==> config.mk <==
export PLATFORM = sky130hd
export DESIGN_NAME = regfile_wr_arb
export DESIGN_NICKNAME = d
export VERILOG_FILES = /design/src/rtl/regfile_wr_arb.sv
export SDC_FILE = /design/constraint.sdc
export NUM_CORES = 1
export LEC_CHECK = 0
export BUFFER_PORTS_ARGS = -buffer_cell sky130_fd_sc_hd__buf_2
export CAP_MARGIN = 15
export CORE_MARGIN = 8
export CORE_UTILIZATION = 40
export CTS_BUF_LIST = sky130_fd_sc_hd__clkbuf_4
export DETAILED_ROUTE_END_ITERATION = 8
export GPL_TIMING_DRIVEN = 0
export PLACE_DENSITY = 0.74
export SLEW_MARGIN = 15
export SYNTH_ARGS = -nofsm -noshare
export SYNTH_HDL_FRONTEND = slang
export SYNTH_SLANG_ARGS = --single-unit
==> constraint.sdc <==
create_clock -name clk -period 4.6 [get_ports clk]
set_clock_uncertainty 0.05 [all_clocks]
set_input_delay 0.23 -clock clk [delete_from_list [all_inputs] [get_ports clk]]
set_output_delay 0.23 -clock clk [all_outputs]
set_load 0.02 [all_outputs]
==> src/rtl/regfile_wr_arb.sv <==
// Regfile write arbiter: port A writes combinationally with priority, port B is buffered
// (DEPTH entries, >=1 cycle latency, b_ready from registered count only); WR_FWD_EN enables pend_data forwarding.
module regfile_wr_arb #(
  parameter int DEPTH = 2
) (
  input  logic        clk,
  input  logic        rst,
  input  logic        a_we,
  input  logic [4:0]  a_waddr,
  input  logic [31:0] a_wdata,
  input  logic        b_valid,
  output logic        b_ready,
  input  logic [4:0]  b_waddr,
  input  logic [31:0] b_wdata,
  output logic        we,
  output logic [4:0]  waddr,
  output logic [31:0] wdata,
  input  logic [4:0]  qaddr1,
  input  logic [4:0]  qaddr2,
  output logic        pend1,
  output logic        pend2,
  output logic [31:0] pend_data1,
  output logic [31:0] pend_data2,
  output logic [2:0]  count
);

  localparam int PW = (DEPTH > 2) ? 2 : 1;

  logic [4:0]    addr_q [DEPTH];
  logic [4:0]    addr_d [DEPTH];
  logic [31:0]   data_q [DEPTH];
  logic [31:0]   data_d [DEPTH];
  logic          vld_q  [DEPTH];
  logic          vld_d  [DEPTH];
  logic [PW-1:0] head_q, head_d, tail_q, tail_d;
  logic [2:0]    count_q, count_d;

  logic a_act, push, pop;

  always_comb begin
    a_act   = a_we && (a_waddr != 5'd0);
    b_ready = (count_q < 3'(DEPTH));
    push    = b_valid && b_ready && (b_waddr != 5'd0);
    pop     = !a_act && (count_q != 3'd0);

    we    = 1'b0;
    waddr = 5'd0;
    wdata = 32'd0;
    if (a_act) begin
      we    = 1'b1;
      waddr = a_waddr;
      wdata = a_wdata;
    end else if (pop && vld_q[head_q]) begin
      we    = 1'b1;
      waddr = addr_q[head_q];
      wdata = data_q[head_q];
    end

    addr_d  = addr_q;
    data_d  = data_q;
    vld_d   = vld_q;
    head_d  = head_q;
    tail_d  = tail_q;
    count_d = count_q + 3'(push) - 3'(pop);

    // A is younger than anything already buffered, so it kills matching entries;
    // the push below runs after this so a same-cycle B entry survives.
    for (int i = 0; i < DEPTH; i++) begin
      if (a_act && (addr_q[i] == a_waddr)) vld_d[i] = 1'b0;
      if (pop && (PW'(i) == head_q)) vld_d[i] = 1'b0;
      if (push && (PW'(i) == tail_q)) begin
        addr_d[i] = b_waddr;
        data_d[i] = b_wdata;
        vld_d[i]  = 1'b1;
      end
    end
    if (pop)  head_d = head_q + 1'b1;
    if (push) tail_d = tail_q + 1'b1;
  end

  always_ff @(posedge clk or posedge rst) begin
    if (rst) begin
      for (int i = 0; i < DEPTH; i++) begin
        addr_q[i] <= 5'd0;
        data_q[i] <= 32'd0;
        vld_q[i]  <= 1'b0;
      end
      head_q  <= '0;
      tail_q  <= '0;
      count_q <= 3'd0;
    end else begin
      addr_q  <= addr_d;
      data_q  <= data_d;
      vld_q   <= vld_d;
      head_q  <= head_d;
      tail_q  <= tail_d;
      count_q <= count_d;
    end
  end

  assign count = count_q;

  logic [4:0]    q_addr   [2];
  logic          hit      [2];
  logic [31:0]   hit_data [2];
  logic [PW-1:0] idx;

  // Scan oldest to youngest so the last match is the youngest; popped slots are invalid.
  always_comb begin
    q_addr[0] = qaddr1;
    q_addr[1] = qaddr2;
    idx       = '0;
    for (int q = 0; q < 2; q++) begin
      hit[q]      = 1'b0;
      hit_data[q] = 32'd0;
      for (int k = 0; k < DEPTH; k++) begin
        idx = head_q + PW'(k);
        if ((q_addr[q] != 5'd0) && vld_q[idx] && (addr_q[idx] == q_addr[q])) begin
          hit[q] = 1'b1;
`ifdef WR_FWD_EN
          hit_data[q] = data_q[idx];
`else
          hit_data[q] = 32'd0;
`endif
        end
      end
    end
  end

  assign pend1      = hit[0];
  assign pend2      = hit[1];
  assign pend_data1 = hit_data[0];
  assign pend_data2 = hit_data[1];

endmodule

==> impl_summary.txt <==
----------------------------------------------------
[Outcome]
  Outcome ... complete, no violations

[STA]
  Final setup violation count ... 0
  Fin Setup TNS ... 0 ns
  Setup repair after global routing missed its margin ... false
  Final Slew Violations ... 0
  Final hold violations ... 0
  Shortest period the worst path allows ... 3.011 ns
  Max-Slew Margin vs Limit ... 0.5806
  Max Fclk ... 332.1 MHz
  Hold Worst Slack ... 0.03518 ns
  Period utilisation layout ... 0.6546
  Transition at the pin with the smallest max-transition slack ... 0.6291 ns

[Min path]
  Hold WC Path Type ... primary input to register

[Power]
  IR drop worst, VDD ... 0.2703 mV
  Standby leakage power ... 3.358 nW
  Power per unit of standard cell area ... 515.7 nW/um^2

[Placed design]
  Total of buffers placed on input and output ports ... 130
  Post-detailed-placement half-perimeter wirelength ... 10050 um
  GPL Wtd Cong ... 0.8208

[Yosys]
  Share of Yosys cell area claimed by the top area cell type ... 0.4117
  Count of unique library cells instantiated by Yosys ... 35
  Average cell area after synthesis ... 11.29 sq um
  Count of yosys warnings during synthesis ... 0
  Post-synthesis instance total ... 436
  Leading cell types by total area after synthesis ... sky130_fd_sc_hd__dfrtp_1 41%, sky130_fd_sc_hd__mux2_2 12%, sky130_fd_sc_hd__buf_4 9.8%
  Library cell with the largest summed area after synthesis ... sky130_fd_sc_hd__dfrtp_1
  Share of synthesized area occupied by flip-flops and latches ... 0.4117
  Total of flip-flops plus latches after synthesis ... 81
  Area of the mapped netlist ... 4923 sq um

[Critical path]
  Startpoint class of the critical path ... register
  Critical Path RT ... 4.32 ns
  Class of the most critical setup path ... register to output pin
  WP data arrival ... 2.73 ns
  Crit Path Max Fanout ... 10
  Endpoint class of the critical path ... output pin

[GRT]
  Initial antenna violation count ... 0
  Total routing resource utilization after global routing ... 0.1616
  First-pass GRT wire length ... 21160 um
  Pin count of the biggest net entering global routing ... 50
  Remaining Overflow, GRT ... 0
  Vias in the first global route ... 4294

[Floorplanning]
  Initial core utilization ... 0.4099
  Number of rows created at floorplan ... 40
  Area of the core ... 12010 sq um
  Overall die area ... 16120 sq um
  Die Width ... 126.9 um
  Height of the die ... 126.9 um
  Count of pins on the block boundary ... 196

[Drt]
  Number of optimization iterations in the first detailed-route pass ... 4
  Count of nets left with antenna violations after detail routing ... 0
  Detailed-route via count ... 3886
  DRT Wirelength ... 13000 um
  Detailed Route Iter0 Violations ... 151
  Vias per cell ... 4.705
  Routed WL per cell ... 15.74 um
  # DRC ... 0

[Final layout]
  Total number of nets in the final design ... 767
  Ant diodes ... 0
  Post-route core utilization ... 0.5377
  Commonest non-fill, non-tap cells in the layout ... 136 x sky130_fd_sc_hd__buf_2, 81 x sky130_fd_sc_hd__dfrtp_1, 64 x sky130_fd_sc_hd__buf_4, 64 x sky130_fd_sc_hd__conb_1, 54 x sky130_fd_sc_hd__mux2_2
  P&R area growth vs syn ... 31.18%
  Most common cell after layout, fill and taps aside ... sky130_fd_sc_hd__buf_2
  Layout cells sized above 1 ... 0.4418

[Clock network]
  Resized cells post-CTS ... 0
  Clk pin slew, worst setup/hold paths ... 0.11 ns
  Clock net sink count ... 81
  Number of clock buffers inserted by TritonCTS ... 9
  TritonCTS clock tree ... done
  Latest clock arrival within the worst-skew pair ... 0.42 ns
  Deepest clock path buffer count ... 2
  H-tree lvl count ... 3
  Library cell used as clock root buffer ... sky130_fd_sc_hd__clkbuf_4

[Job]
  Reported max-cap violation count ... 0

----------------------------------------------------
## registers in the layout, summed over array words and instances (netlist names)
register	count
addr_q	10
data_q	64
tail_q	1
head_q	1
vld_q	2
count	3
## routing by layer
layer,vias to the layer above,part of all wire,track usage
met5,-,0,0
met4,0,0.015,0.06158
met3,13,0.093,0.05739
met2,165,0.49,0.2738
met1,1862,0.40,0.1827
li1,1846,-,-
## stage by stage
stage	area [sq um]	power (mW)	setup slack, ns	instances
after floorplan	5160	2.553	2.240	499
final	6459	3.331	1.589	826
after global placement	5995	2.904	1.446	776
after CTS	6449	3.355	1.463	825
after global routing	6459	3.571	1.339	826
after detailed placement	6025	3.007	1.969	777
## area by class of cell
type,count,area (sq um)
Fill cell,1048,5553
Multi-Input combinational cell,326,2495
Sequential cell,81,2027
Timing Repair Buffer,165,1018
Buffer,85,611.8
Tap cell,147,183.9
Clock buffer,9,67.56
Inverter,7,28.78
Clock inverter,6,26.28
## final timing paths
kind / slack, ns / endpoint / start / cells after the start
max: 1.59 / pend2 / head_q / 7
min: 0.04 / addr_q[2] / b_waddr[2] / 2
min in group asynchronous: 0.29 / data_q[15] / rst / 3
max reg2reg: 2.46 / count[2] / count[1] / 8
min reg2reg: 0.46 / data_q[17] / data_q[17] / 1
max in group asynchronous: 3.61 / data_q[32] / rst / 4
## cell families after synthesis
| family | count (synthesis) | share of synthesized area |
|---|---|---|
| AOI/OAI and AO/OA | 47 | 0.05540 |
| other | 1 | 0.0007617 |
| xor gates and xnor gates | 33 | 0.05870 |
| buffers and inverters | 92 | 0.1296 |
| and+or+nand+nor | 60 | 0.05871 |
| muxes | 118 | 0.2734 |
| DFF | 81 | 0.4117 |
| adders and majority gates | 4 | 0.01169 |
## worst max-delay path, stage by stage, from the launching register on
cell	delay (ns)
sky130_fd_sc_hd__dfrtp_1	0.38
sky130_fd_sc_hd__buf_2	0.27
sky130_fd_sc_hd__mux2i_1	0.49
sky130_fd_sc_hd__xor2_1	0.20
sky130_fd_sc_hd__nand4_1	0.10
sky130_fd_sc_hd__or4_1	0.52
sky130_fd_sc_hd__o21ai_0	0.13
sky130_fd_sc_hd__buf_2	0.22
## where the power goes
part / total [mW] / internal (mW) / switching [mW]
Clock: 0.319 / 0.100 / 0.219
Combinational: 1.69 / 0.858 / 0.837
Sequential: 1.32 / 1.07 / 0.243
## cell usage after synthesis
master                     instances
sky130_fd_sc_hd__nor3_1            2
sky130_fd_sc_hd__mux2_4           19
sky130_fd_sc_hd__buf_6             6
sky130_fd_sc_hd__or3_1             1
sky130_fd_sc_hd__nand2b_1          3
sky130_fd_sc_hd__conb_1            1
sky130_fd_sc_hd__nand2_1          38
sky130_fd_sc_hd__nor2_1            2
sky130_fd_sc_hd__nand2_4           1
sky130_fd_sc_hd__nor2_2            1
sky130_fd_sc_hd__o31a_1            1
sky130_fd_sc_hd__mux2_1            2
sky130_fd_sc_hd__or4_4             1
sky130_fd_sc_hd__mux2_2           54
sky130_fd_sc_hd__mux2i_1          43
sky130_fd_sc_hd__o31ai_1           1
sky130_fd_sc_hd__inv_2             1
sky130_fd_sc_hd__nand3b_1          1
sky130_fd_sc_hd__o211ai_4          1
sky130_fd_sc_hd__o211ai_1          1
sky130_fd_sc_hd__buf_4            64
sky130_fd_sc_hd__or4_1             4
sky130_fd_sc_hd__nand4_1           6
sky130_fd_sc_hd__a31o_2            1
sky130_fd_sc_hd__buf_2             6
sky130_fd_sc_hd__o21ai_0          40
sky130_fd_sc_hd__fa_1              1
sky130_fd_sc_hd__dfrtp_1          81
sky130_fd_sc_hd__inv_1             6
sky130_fd_sc_hd__ha_1              3
sky130_fd_sc_hd__xnor2_1           7
sky130_fd_sc_hd__xor2_1           26
sky130_fd_sc_hd__clkbuf_1          9
sky130_fd_sc_hd__a32o_1            1
sky130_fd_sc_hd__a21oi_2           1
## what timing repair did
item                                    in CTS  in global routing
endpoints found under the hold margin       93                  1
endpoints found under the setup margin       0                  0
setup buffers                                0                  0
hold buffers                                33                  1
No activity file was read; power rests on OpenSTA's default activity.
